### src/rtl/diff_maccum_pkg.sv
// diff_maccum_pkg
//   Shared definitions for the DiffMaccum weight path. The synapse core and
//   the accumulator both use them:
//   - state_e         : accumulator FSM states (collecting / result held)
//   - sub_width()     : width of the sub field; 2 for "rc" networks, else 1
//   - ctrl_*_pos()    : bit positions inside the control field {leap, lst, sub}
//   - ctrl_width()    : total control field width
package diff_maccum_pkg;

  typedef enum logic [0:0] {
    StAccum = 1'b0,
    StEmit  = 1'b1
  } state_e;

  // Bit 0 of sub is always "negate". Bit 1 ("double") exists only for rc.
  localparam int unsigned CtrlSubLsb = 0;

  function automatic int unsigned sub_width(input bit is_rc);
    return is_rc ? 2 : 1;
  endfunction

  // The control field sits above the weights: {leap, lst, sub[sw-1:0]}.
  function automatic int unsigned ctrl_lst_pos(input int unsigned sw);
    return sw;
  endfunction

  function automatic int unsigned ctrl_leap_pos(input int unsigned sw);
    return sw + 1;
  endfunction

  function automatic int unsigned ctrl_width(input int unsigned sw);
    return sw + 2;
  endfunction

endpackage

### src/rtl/diff_maccum_accum_sat_add.sv
// diff_maccum_accum_sat_add
//   Purely combinational per-column step: res = sat(sum + term), where term
//   is the sign-extended weight, optionally negated (sub[0]) and doubled
//   (sub[1], rc only), or zero on a leap beat. The add is done at AW+2 bits
//   so the widest term plus any in-range sum cannot wrap before the clamp.
// Ports:
//   sum_i  [AW-1:0] current signed accumulator value
//   w_i    [WD-1:0] signed weight for this column
//   sub_i  [SW-1:0] {double (rc only), negate}
//   leap_i          forces the term to zero
//   res_o  [AW-1:0] saturated sum
module diff_maccum_accum_sat_add
  import diff_maccum_pkg::*;
#(
  parameter int unsigned WD   = 4,
  parameter int unsigned AW   = 12,
  parameter bit          IsRc = 1'b1,
  parameter int unsigned SW   = sub_width(IsRc)
) (
  input  logic [AW-1:0] sum_i,
  input  logic [WD-1:0] w_i,
  input  logic [SW-1:0] sub_i,
  input  logic          leap_i,
  output logic [AW-1:0] res_o
);

  localparam int unsigned EW = AW + 2;

  localparam logic signed [EW-1:0] MaxV = {3'b000, {(AW - 1){1'b1}}};
  localparam logic signed [EW-1:0] MinV = {3'b111, {(AW - 1){1'b0}}};

  logic                 dbl;
  logic signed [EW-1:0] w_ext;
  logic signed [EW-1:0] term;
  logic signed [EW-1:0] sum_ext;
  logic signed [EW-1:0] total;

  if (IsRc) begin : g_rc
    assign dbl = sub_i[SW-1];
  end else begin : g_plain
    assign dbl = 1'b0;
  end

  always_comb begin
    w_ext   = {{(EW - WD){w_i[WD-1]}}, w_i};
    term    = sub_i[CtrlSubLsb] ? -w_ext : w_ext;
    if (dbl) begin
      term = term <<< 1;
    end
    if (leap_i) begin
      term = '0;
    end
    sum_ext = {{2{sum_i[AW-1]}}, sum_i};
    total   = sum_ext + term;
    if (total > MaxV) begin
      res_o = MaxV[AW-1:0];
    end else if (total < MinV) begin
      res_o = MinV[AW-1:0];
    end else begin
      res_o = total[AW-1:0];
    end
  end

endmodule

### src/rtl/diff_maccum_accum.sv
// diff_maccum_accum
//   Consumer end of the synapse weight stream. Accepts weight-row beats
//   {leap, lst, sub, w} and accumulates them into NB signed saturating
//   accumulators. On the last beat of a frame the saturated sums are loaded
//   into the output register, the accumulators clear, and the result is
//   presented on the RS handshake.
// Ports:
//   iCLK, iRST            clock, asynchronous active-high reset
//   iValid_BS / oReady_BS weight beat handshake
//   iData_BS              {leap, lst, sub[SW-1:0], w[NB*WD-1:0]}
//   oValid_RS / iReady_RS result handshake
//   oData_RS              NB sums, column j at [j*AW +: AW]
module diff_maccum_accum
  import diff_maccum_pkg::*;
#(
  parameter int unsigned NB   = 4,
  parameter int unsigned WD   = 4,
  parameter int unsigned AW   = 12,
  parameter string       TYPE = "rc",
  localparam bit          IsRc = (TYPE == "rc"),
  localparam int unsigned SW   = sub_width(IsRc),
  localparam int unsigned DW   = ctrl_width(SW) + NB * WD
) (
  input  logic             iCLK,
  input  logic             iRST,
  input  logic             iValid_BS,
  output logic             oReady_BS,
  input  logic [DW-1:0]    iData_BS,
  output logic             oValid_RS,
  input  logic             iReady_RS,
  output logic [NB*AW-1:0] oData_RS
);

  localparam int unsigned CW = ctrl_width(SW);

  state_e             state_q, state_d;
  logic [AW-1:0]      acc_q [NB];
  logic [AW-1:0]      acc_d [NB];
  logic [AW-1:0]      sat_res [NB];
  logic [NB*AW-1:0]   out_q, out_d;

  logic [CW-1:0]      ctrl;
  logic [NB*WD-1:0]   beat_w;
  logic [SW-1:0]      beat_sub;
  logic               beat_lst;
  logic               beat_leap;
  logic               beat_acc;

  assign ctrl      = iData_BS[DW-1 -: CW];
  assign beat_w    = iData_BS[NB*WD-1:0];
  assign beat_sub  = ctrl[CtrlSubLsb +: SW];
  assign beat_lst  = ctrl[ctrl_lst_pos(SW)];
  assign beat_leap = ctrl[ctrl_leap_pos(SW)];

  // While a result is held, a new beat may only enter if the result leaves
  // in the same cycle; this keeps a lst beat from overwriting an untaken sum.
  assign oReady_BS = (state_q == StAccum) | iReady_RS;
  assign beat_acc  = iValid_BS & oReady_BS;

  assign oValid_RS = (state_q == StEmit);
  assign oData_RS  = out_q;

  for (genvar j = 0; j < NB; j++) begin : g_col
    diff_maccum_accum_sat_add #(
      .WD   (WD),
      .AW   (AW),
      .IsRc (IsRc),
      .SW   (SW)
    ) u_sat_add (
      .sum_i  (acc_q[j]),
      .w_i    (beat_w[j*WD +: WD]),
      .sub_i  (beat_sub),
      .leap_i (beat_leap),
      .res_o  (sat_res[j])
    );
  end

  always_comb begin
    state_d = state_q;
    out_d   = out_q;
    acc_d   = acc_q;
    if (beat_acc) begin
      if (beat_lst) begin
        // Frame closes: capture the final sums and start the next frame clean.
        for (int j = 0; j < NB; j++) begin
          out_d[j*AW +: AW] = sat_res[j];
          acc_d[j]          = '0;
        end
        state_d = StEmit;
      end else begin
        acc_d   = sat_res;
        state_d = StAccum;
      end
    end else if ((state_q == StEmit) && iReady_RS) begin
      state_d = StAccum;
    end
  end

  always_ff @(posedge iCLK or posedge iRST) begin
    if (iRST) begin
      state_q <= StAccum;
      out_q   <= '0;
      for (int j = 0; j < NB; j++) begin
        acc_q[j] <= '0;
      end
    end else begin
      state_q <= state_d;
      out_q   <= out_d;
      for (int j = 0; j < NB; j++) begin
        acc_q[j] <= acc_d[j];
      end
    end
  end

endmodule

### config.mk
export PLATFORM = sky130hd
export DESIGN_NAME = diff_maccum_accum
export DESIGN_NICKNAME = d
export VERILOG_FILES = /design/src/rtl/diff_maccum_pkg.sv /design/src/rtl/diff_maccum_accum_sat_add.sv /design/src/rtl/diff_maccum_accum.sv
export SDC_FILE = /design/constraint.sdc
export NUM_CORES = 1
export LEC_CHECK = 0
export ABC_AREA = 1
export ABC_CLOCK_PERIOD_IN_PS = 3400
export CORE_ASPECT_RATIO = 1.2
export CORE_MARGIN = 2
export CORE_UTILIZATION = 40
export CTS_BUF_LIST = sky130_fd_sc_hd__clkbuf_8
export DETAILED_ROUTE_END_ITERATION = 10
export PLACE_DENSITY = 0.64
export SYNTH_ARGS = -nofsm -noshare
export SYNTH_HDL_FRONTEND = slang
export SYNTH_SLANG_ARGS = --single-unit
export TNS_END_PERCENT = 30
### constraint.sdc
create_clock -name iCLK -period 3.4 [get_ports iCLK]
set_clock_uncertainty 0.1 [all_clocks]
set_input_delay 0.34 -clock iCLK [delete_from_list [all_inputs] [get_ports iCLK]]
set_output_delay 0.34 -clock iCLK [all_outputs]
set_load 0.005 [all_outputs]
# Yosys cells after proc, flatten, opt, wreduce, memory -nomap -nowiden
# Index checks and enable logic that the tools add are counted.
dict set report op_classes {
  n_addsub 8
  n_lt_le_gt_ge 8
  n_mux 24
  n_bitwise 3
  n_reduce_logical 3
}
# operator count
set ops {}
lappend ops {{$mux 14} 12}
lappend ops {{$mux 12} 8}
lappend ops {{$add 12x14->14} 4}
lappend ops {{$gt 14x12->1 const B} 4}
lappend ops {{$lt 14x12->1 const B} 4}
lappend ops {{$neg 4->14} 4}
lappend ops {{$mux 48} 1}
lappend ops {{$mux 1} 3}
lappend ops {{$reduce_and 2->1} 1}
lappend ops {{$reduce_bool 2->1} 1}
lappend ops {{$and 1x1->1} 1}
lappend ops {{$logic_and 1x1->1} 1}
lappend ops {{$not 1->1} 1}
lappend ops {{$or 1x1->1} 1}
dict set report totals {
  register_bits 97
  in_bits 24
  output_inout_bits 50
  word_cells 52
}

# Logic depth before layout (Yosys ltp)
# Gate-level depths: netlist of run 1.
dict set report depth {
  word_depth 9
  depth_mapped 26
  mapped_depth_nobuf 25
}

# Cells and area by module
# Synthesis of run 1 repeated with hierarchy kept, for this count alone.
dict set report hier_totals {
  hier_cells 1395
  hier_area_um2 9280.2
}
# mod n_inst cells_each area_each_um2 seq_area_each_um2
set by_module_without_submodules {}
lappend by_module_without_submodules {{diff_maccum_accum_sat_add at g_col[0].u_sat_add ...} 3 242 1348.8 0.0}
lappend by_module_without_submodules {diff_maccum_accum 1 427 3887.5 2427.3}
lappend by_module_without_submodules {{diff_maccum_accum_sat_add at g_col[1].u_sat_add} 1 242 1346.3 0.0}

# Worst setup path before layout of run 1
# Ideal clock, no wire load.
dict set report synth_path {
  path_type {input-to-reg}
  from {input iData_BS[0]}
  to {register acc_q[36] (netlist name)}
  setup_ns 0.117
  arrival_time_ns 2.688
  required_ns 3.183
  slack_ns 0.495
  stages 24
  n_path_buf 1
  cell_sequence {inv_1 > ha_1 > nand3_1 > ha_1 > nand2_1 > nand3_1 > nand2_1 > o21ai_0 > inv_1 > ha_1 > nand2_1 > nor2_1 > nand3_1 > inv_1 > nand2_1 > nand2_1 > nand2_1 > inv_1 > nor2_2 > nand2_1 > buf_2 > nand2_1 > nand3_1 > nand2_1}
}
dict set report synth_between {
  elab_chain_cells 9
  word_cells_on_any_way 10
  cone_classes {add/sub (2); order compare (2); mux (6)}
}
# item line
set synth_lines {}
lappend synth_lines {{start: declaration} diff_maccum_accum.sv:28} ;# input logic [DW-1:0] iData_BS,
lappend synth_lines {{$neg 4->14} diff_maccum_accum_sat_add.sv:46} ;# term = sub_i[CtrlSubLsb] ? -w_ext : w_ext;
lappend synth_lines {{$mux 14 (*)} diff_maccum_accum_sat_add.sv:46}
lappend synth_lines {{$mux 14 (*)} diff_maccum_accum_sat_add.sv:47} ;# if (dbl) begin
lappend synth_lines {{$mux 14 (*)} diff_maccum_accum_sat_add.sv:50} ;# if (leap_i) begin
lappend synth_lines {{$add 12x14->14 (*)} diff_maccum_accum_sat_add.sv:54} ;# total = sum_ext + term;
lappend synth_lines {{$lt 14x12->1} diff_maccum_accum_sat_add.sv:57} ;# end else if (total < MinV) begin
lappend synth_lines {{$mux 12} diff_maccum_accum_sat_add.sv:57}
lappend synth_lines {{$mux 12 (*)} diff_maccum_accum_sat_add.sv:55} ;# if (total > MaxV) begin
lappend synth_lines {{$mux 48 (*)} diff_maccum_accum.sv:83} ;# if (beat_lst) begin
lappend synth_lines {{end signal: indexed assignment} diff_maccum_accum.sv:110} ;# acc_q[j] <= acc_d[j];
lappend synth_lines {{end: declaration} diff_maccum_accum.sv:37} ;# logic [AW-1:0] acc_q [NB];
# Every way passes the cells marked *; elsewhere a longest branch is shown, timed or not.
# A chain may end at the register's enable or synchronous reset.

# Worst setup path in the final report of run 1
dict set report layout_path {
  from {input iData_BS[13]}
  to {register out_q[44] (netlist: oData_RS[44])}
}
dict set report layout_between {
  elab_chain_cells 8
  word_cells_on_any_way 9
  cone_classes {add/sub (2); order compare (2); mux (5)}
}
# item line
set layout_lines {}
lappend layout_lines {{$neg 4->14} diff_maccum_accum_sat_add.sv:46}
lappend layout_lines {{$mux 14 (*)} diff_maccum_accum_sat_add.sv:46}
lappend layout_lines {{$mux 14 (*)} diff_maccum_accum_sat_add.sv:47}
lappend layout_lines {{$mux 14 (*)} diff_maccum_accum_sat_add.sv:50}
lappend layout_lines {{$add 12x14->14 (*)} diff_maccum_accum_sat_add.sv:54}
lappend layout_lines {{$lt 14x12->1} diff_maccum_accum_sat_add.sv:57}
lappend layout_lines {{$mux 12} diff_maccum_accum_sat_add.sv:57}
lappend layout_lines {{$mux 12 (*)} diff_maccum_accum_sat_add.sv:55}
lappend layout_lines {{end signal: assignment} diff_maccum_accum.sv:108} ;# out_q <= out_d;
lappend layout_lines {{end: declaration} diff_maccum_accum.sv:40} ;# logic [NB*AW-1:0] out_q, out_d;
# Marks and branches as above.

==> results.txt, run 1 <==
----------------------------------------------------
[Logic synthesis]
  Synthesized flop and latch total ... 97
  Flip-flop cell with the highest count after synthesis ... dfrtp_1
  Cell variety after synth ... 27
  Sequential share of the synthesized area ... 0.289
  Total of warnings raised by yosys ... 0
  Mean post-synth cell area ... 6.19 sq um
  Syn Std Cell Area ... 0.00839 sq mm
  Net count of the mapped netlist ... around 1500
  Number of enable flip-flop cells after synthesis ... 0
  Proportion of register bits with asynchronous set or reset after synthesis ... 1.00
  Count of mapped cells out of synthesis ... 1356

[Clock network]
  Buffer levels on the longest clock path ... 2
  Hold-fix buffers at CTS ... 0
  Clock tree from TritonCTS ... built
  Cell at the root of the clock tree ... clkbuf_8
  Clock H-tree levels ... 3
  Clock Pin Slew Worst Setup and Hold Paths ... around 0.12 ns
  Number of clock sinks seen by CTS ... 97
  Worst skew pair latency ... 0.41 ns
  Number of buffers created by CTS ... 9

[GRT]
  Largest net degree at the start of global routing ... 46
  Total routing resource utilization after global routing ... 0.229
  Antenna violations before repair ... 0
  Vias in the first global route ... between 8000 and 9000
  Wire length of the first global-routing pass ... just over 40 mm
  GRT overflow ... 0

[Placement]
  Setup Slack @ Placement ... -0.365 ns
  Detailed-placement wirelength estimate ... between 15 and 20 mm
  Placed Cells ... 1846
  Area of placed instances ... approximately 0.011 sq mm
  Placer's final routability congestion estimate ... roughly 0.95
  Number of buffers added on ports ... 73

[Layout]
  Area taken by flip-flops and latches ... 0.00243 sq mm
  Nets@finish ... approximately 1700
  Final std cells w/o fill ... ~1900
  Commonest non-fill, non-tap cell in the layout ... nand2_1
  Fill cells ... 2147
  Inserted Diodes ... 0
  Synth-to-Final Area Change ... 35.4%
  Fin util ... 0.547
  Commonest non-fill, non-tap cells in the layout ... nand2_1, buf_4, inv_1
  Area of all placed cells without fillers ... 0.0114 sq mm
  Multi-input logic area ... 0.00548 sq mm
  Fraction of layout instances using a drive strength above 1 ... 0.180

[Timing]
  Final count of hold timing violations ... 0
  Slew Viols, Final ... 0
  Upper clock frequency limit ... 312 MHz
  Hold_ws ... 0.108 ns
  Slew Limit Headroom ... 0.572
  Fin crit period ... 3.20 ns
  Final setup slack of the worst path ... between 0.15 and 0.2 ns
  Total of endpoints with negative setup slack in the final report ... 0
  Worst Tran Pin Value ... 0.639 ns
  Final clock period utilization by the worst path ... 0.942

[Detailed routing]
  Via count ... 9008
  Detailed-router iteration count before antenna repair ... 5
  Remaining DRCs ... 0
  Via count normalized by instance count ... between 4 and 5
  Starting DRC count in detailed routing ... 496
  Routed wire length ... 24.8 mm
  Number of routed nets with antenna violations ... 0
  Average detailed-routed wire length per instance ... between 10 and 15 microns

[Critical path]
  Worst EP required ... 3.64 ns
  Setup crit end kind ... flop
  Max Fanout on Critical Path ... 9
  Critical path launch point type ... input pin
  Critical path data arrival time ... between 3 and 4 ns
  Critical path type ... in2reg

[Flow run]
  Max-cap violation count ... 0

[Hold path]
  Class of the most critical hold timing path ... in2async

[Floorplan]
  Die Span X ... about 140 microns
  Site row count ... 58
  Core area ... 0.0208 sq mm
  Initial core utilization ... 0.404
  Height of the die ... 163 microns
  IO Count ... 74
  Overall die area ... 0.0222 sq mm

[Outcome]
  Outcome ... finished, final reports clean

[Pwr]
  Maximum resistive drop on vdd ... roughly 300 uV
  Lkg Pwr ... 6.49 nW
  Areal power density over the cells ... 686 mW/mm^2

----------------------------------------------------
## registers in the layout, summed over array words and instances (netlist names)
name / cells
oValid_RS: 1
acc_q: 48
oData_RS: 48
## layout make-up
type                       instances  area share
clock inverter                     7     0.00694
tap                              270      0.0297
clock buffer                       9      0.0109
sequential                        97       0.214
inverter                         176      0.0584
timing repair buffer             259       0.198
multi-input combinational       1047       0.483
## kinds of logic (layout without fill, tap and decap cells)
family,Yosys count,after routing,share of synthesized area
simple gates,832,832,0.394
flops,97,97,0.289
fa+ha+maj,72,72,0.111
xor+xnor,35,35,0.0365
compound gates,108,108,0.0692
buf+inv,212,451,0.100
## critical path: stages
cell and delay [ns]:
clkdlybuf4s50_1 0.40, inv_1 0.09, ha_2 0.20, nand3_1 0.08
ha_1 0.28, nand2_1 0.10, nand3_1 0.11, nand2_1 0.07
o21ai_1 0.11, inv_1 0.10, ha_4 0.29, nand2_1 0.09
nor2_2 0.17, nand2_1 0.09, a21oi_1 0.12, nor2_1 0.05
nand2_1 0.07, nand2_2 0.07, inv_1 0.13, nand2_2 0.09
buf_12 0.15, nand2_1 0.09, nand2_1 0.05, nand2_1 0.08
## what timing repair did
| action | in CTS | in global routing |
|---|---|---|
| gates resized for setup | 0 | 85 |
| endpoints found under the setup margin | 0 | 88 |
| setup buffers | 0 | 3 |
## path summary, 6_finish.rpt
kind	cells past startpoint	slack, ns	end	from
setup / recovery	24	0.20	oData_RS[44]	iData_BS[13]
hold / removal	2	0.11	oData_RS[23]	iRST
setup reg to reg	17	1.06	oData_RS[4]	acc_q[36]
hold reg to reg	2	0.38	oData_RS[30]	oData_RS[30]
max in group asynchronous	3	2.32	oData_RS[18]	iRST
min in group iCLK	2	0.38	oData_RS[30]	oData_RS[30]
## per-stage QoR
step	power, mW	setup TNS [ns]
2_1_floorplan	4.55	0
3_3_place_gp	6.63	-17.90
3_5_place_dp	6.70	-22.69
4_1_cts	7.57	0
5_1_grt	8.56	-0.210
6_report	7.80	0
## Yosys cell counts, types with 4 or more instances
cell      instances  area [sq um]
nand2_1         656          2460
inv_1           171           642
dfrtp_1          97          2430
nand3_1          83           415
ha_1             68           851
nor2_1           63           236
a21oi_1          47           235
o21ai_0          31           155
clkbuf_1         23          86.3
nand4_1          22           138
xnor2_1          20           175
o22ai_1          17           106
xor2_1           15           131
buf_4             6          45.0
a31oi_1           5          31.3
buf_2             5          25.0
fa_1              4          80.1
nand2_2           4          25.0
## report_power, final
part | switching (mW) | total [mW] | internal, mW
registers | 0.361 | 2.00 | 1.64
logic | 2.49 | 4.96 | 2.47
clock network | 0.490 | 0.840 | 0.350
## layer usage
layer / GRT usage / vias to the layer above / wire length (microns)
met5: 0 / - / 0
met3: 0.0258 / 44 / 600
met4: 0.0881 / 0 / 688
li1: - / 4711 / -
met1: 0.282 / 4121 / 11000
met2: 0.407 / 132 / 12500
Note: power is estimated with default switching activity, not from simulation.
==> run 2: changes to the inputs <==
ABC_CLOCK_PERIOD_IN_PS = 3200   (was 3400)
CORE_MARGIN = 5   (was 2)
TNS_END_PERCENT = unset   (was 30)
clock period = 3.2 ns   (was 3.4 ns; I/O delays follow)
==> run 2 against run 1 <==
Compared with the run above:
- wire length rose by 4.8%
- cell count up 0.38%
- combinational power grew 11%
- worst hold slack gained 0.13 ns
- largest power group unchanged
==> results.txt, run 2 (synthesized netlist as in run 1, its figures left out) <==
----------------------------------------------------
[Clock network]
  Clock tree from TritonCTS ... built
  Cell at the root of the clock tree ... clkbuf_8
  Buffer levels on the longest clock path ... 2
  Worst skew pair latency ... 0.41 ns
  Clock Pin Slew Worst Setup and Hold Paths ... 0.11 ns
  Clock H-tree levels ... 3
  Number of buffers created by CTS ... 9
  Number of clock sinks seen by CTS ... 97

[Pwr]
  Total Power Consumption ... roughly 8.7 mW
  Combinational power share ... 0.640
  Lkg Pwr ... 6.59 nW
  Part of the total power dissipated in sequential elements ... 0.248
  Maximum resistive drop on vdd ... 295 uV
  Switching portion of total power ... 0.430
  Areal power density over the cells ... about 730 mW/mm^2
  Int Pwr ... between 4 and 5 mW
  Net Switching ... 3.72 mW
  Power share of the clock group ... 0.112

[Timing]
  Final clock period utilization by the worst path ... 0.960
  Total of endpoints with negative setup slack in the final report ... 0
  Slew Viols, Final ... 0
  Fin crit period ... 3.07 ns
  Upper clock frequency limit ... 326 MHz
  Worst Tran Pin Value ... 0.596 ns
  Slew Limit Headroom ... 0.602
  Hold_ws ... 0.235 ns
  Final count of hold timing violations ... 0

[Layout]
  Fin util ... 0.568
  Final std cells w/o fill ... 1872
  Nets@finish ... 1692
  Fraction of layout instances using a drive strength above 1 ... 0.233
  Synth-to-Final Area Change ... 40.9%
  Fill cells ... 1959
  Commonest non-fill, non-tap cell in the layout ... nand2_1
  Commonest non-fill, non-tap cells in the layout ... nand2_1, buf_4, inv_1

[Detailed routing]
  Average detailed-routed wire length per instance ... 13.9 microns
  Number of routed nets with antenna violations ... 0
  Via count normalized by instance count ... 4.93
  Starting DRC count in detailed routing ... 584
  Remaining DRCs ... 0
  Via count ... 9223
  Routed wire length ... 26.0 mm
  Detailed-router iteration count before antenna repair ... 5

[Placement]
  Number of buffers added on ports ... 73
  Placer's final routability congestion estimate ... between 0.9 and 1
  Detailed-placement wirelength estimate ... 19.0 mm
  Placed Cells ... 1847

[Critical path]
  Critical path launch point type ... input pin
  Critical path type ... in2reg
  Most repeated library cell on the critical path ... nand2_1
  Critical path data arrival time ... 3.26 ns
  Peak per-stage delay on the critical path ... 0.41 ns
  Worst EP required ... roughly 3.4 ns
  Crit-path leading delay family ... simple AND/OR/NAND/NOR gates
  Critical path buffer and inverter count ... 7
  Setup crit end kind ... flop
  Max Fanout on Critical Path ... 13
  Reg-to-reg critical path startpoint ... acc_q[0]
  Reg-to-reg endpoint ... acc_q[9]
  Cell with the largest stage delay on the worst path ... clkdlybuf4s50_1
  Number of cells traversed by the worst register-to-register path ... 17
  Register-to-register path setup slack ... 0.87 ns

[Floorplan]
  Site row count ... 58
  IO Count ... 74
  Overall die area ... 0.0240 sq mm
  Height of the die ... 169 microns
  Die Span X ... 142 microns
  Initial core utilization ... 0.403
  Core area ... between 0.02 and 0.025 sq mm

[Flow run]
  Max-cap violation count ... 0

[GRT]
  Total routing resource utilization after global routing ... 0.209
  Antenna violations before repair ... 1
  Wire length of the first global-routing pass ... 41.0 mm
  GRT overflow ... 0
  Largest net degree at the start of global routing ... 47
  Vias in the first global route ... 8778

[Hold path]
  Class of the most critical hold timing path ... in2async

[Outcome]
  Outcome ... finished, final reports clean

----------------------------------------------------
-- run 2: changes by cell type in the layout (fill, tap and decap cells not counted), moves of 10 or more --
cell     previous run  this run
nand2_2            17        42
inv_1             157       147
a21oi_1            39        29
nand2_1           641       616
ha_4               14        24
-- run 2: worst reg2reg max path: stages (launching register included) --
cell,delay [ns]
dfrtp_1,0.37
ha_1,0.17
inv_1,0.05
fa_1,0.39
inv_1,0.09
nand3_1,0.07
nand2_1,0.14
nand3_2,0.11
nand3_2,0.08
nand2_1,0.05
nand2_1,0.06
nand2_1,0.06
nand2_2,0.12
clkbuf_16,0.16
nand2_1,0.05
nand2_1,0.08
nand2_1,0.05
nand2_1,0.07
-- run 2: area by class of cell --
cell class	instances	area, sq um	area share
diodes	1	2.50	0.000212
clock buffers	9	124	0.0105
clock inverters	7	101	0.00857
inverters	176	666	0.0563
multi-input cells	1048	5850	0.495
flip-flops and latches	97	2430	0.205
well taps	270	338	0.0286
repair buffers	264	2320	0.196
-- run 2: layer usage --
metal	share of wire	vias up	track usage
met4	0.024	0	0.0785
met2	0.52	157	0.378
met5	0	-	0
li1	-	4725	-
met3	0.031	40	0.0161
met1	0.42	4301	0.257
-- run 2: power by group through the flow --
stage	Combinational [mW]	Sequential, mW	Clock, mW
2_1_floorplan	2.78	2.05	0
3_3_place_gp	4.93	2.12	0
3_5_place_dp	4.99	2.12	0
4_1_cts	5.03	2.10	0.999
5_1_grt	6.18	2.22	1.03
6_report	5.53	2.15	0.971
-- run 2: repair_timing --
| action | in CTS | in global routing |
|---|---|---|
| pin swaps | 2 | 21 |
| buffers inserted | 0 | 6 |
| setup endpoints to repair | 33 | 91 |
| cloned | 0 | 2 |
| gates resized for setup | 2 | 182 |
| hold buffers | 0 | 0 |
-- run 2: worst max path at each step --
stage,from,to,slack (ns),depth (start not counted)
after global routing,iData_BS[8],acc_q[22],-0.11,27
final,iData_BS[8],acc_q[22],0.13,27
after detailed placement,iData_BS[1],oData_RS[0],-0.50,22
after global placement,iData_BS[3],oData_RS[0],-0.48,21
after floorplan,iRST,acc_q[0],0.25,1
after CTS,iData_BS[12],oData_RS[46],0.02,22
-- run 2: metrics by stage --
| step | worst slack [ns] | cell area, sq um | setup TNS (ns) |
|---|---|---|---|
| after floorplan | 0.246 | 8390 | 0 |
| after global placement | -0.481 | 10800 | -31.82 |
| after detailed placement | -0.502 | 10800 | -36.59 |
| after CTS | 0.0177 | 11000 | 0 |
| after global routing | -0.108 | 11800 | -1.86 |
| final | 0.129 | 11800 | 0 |
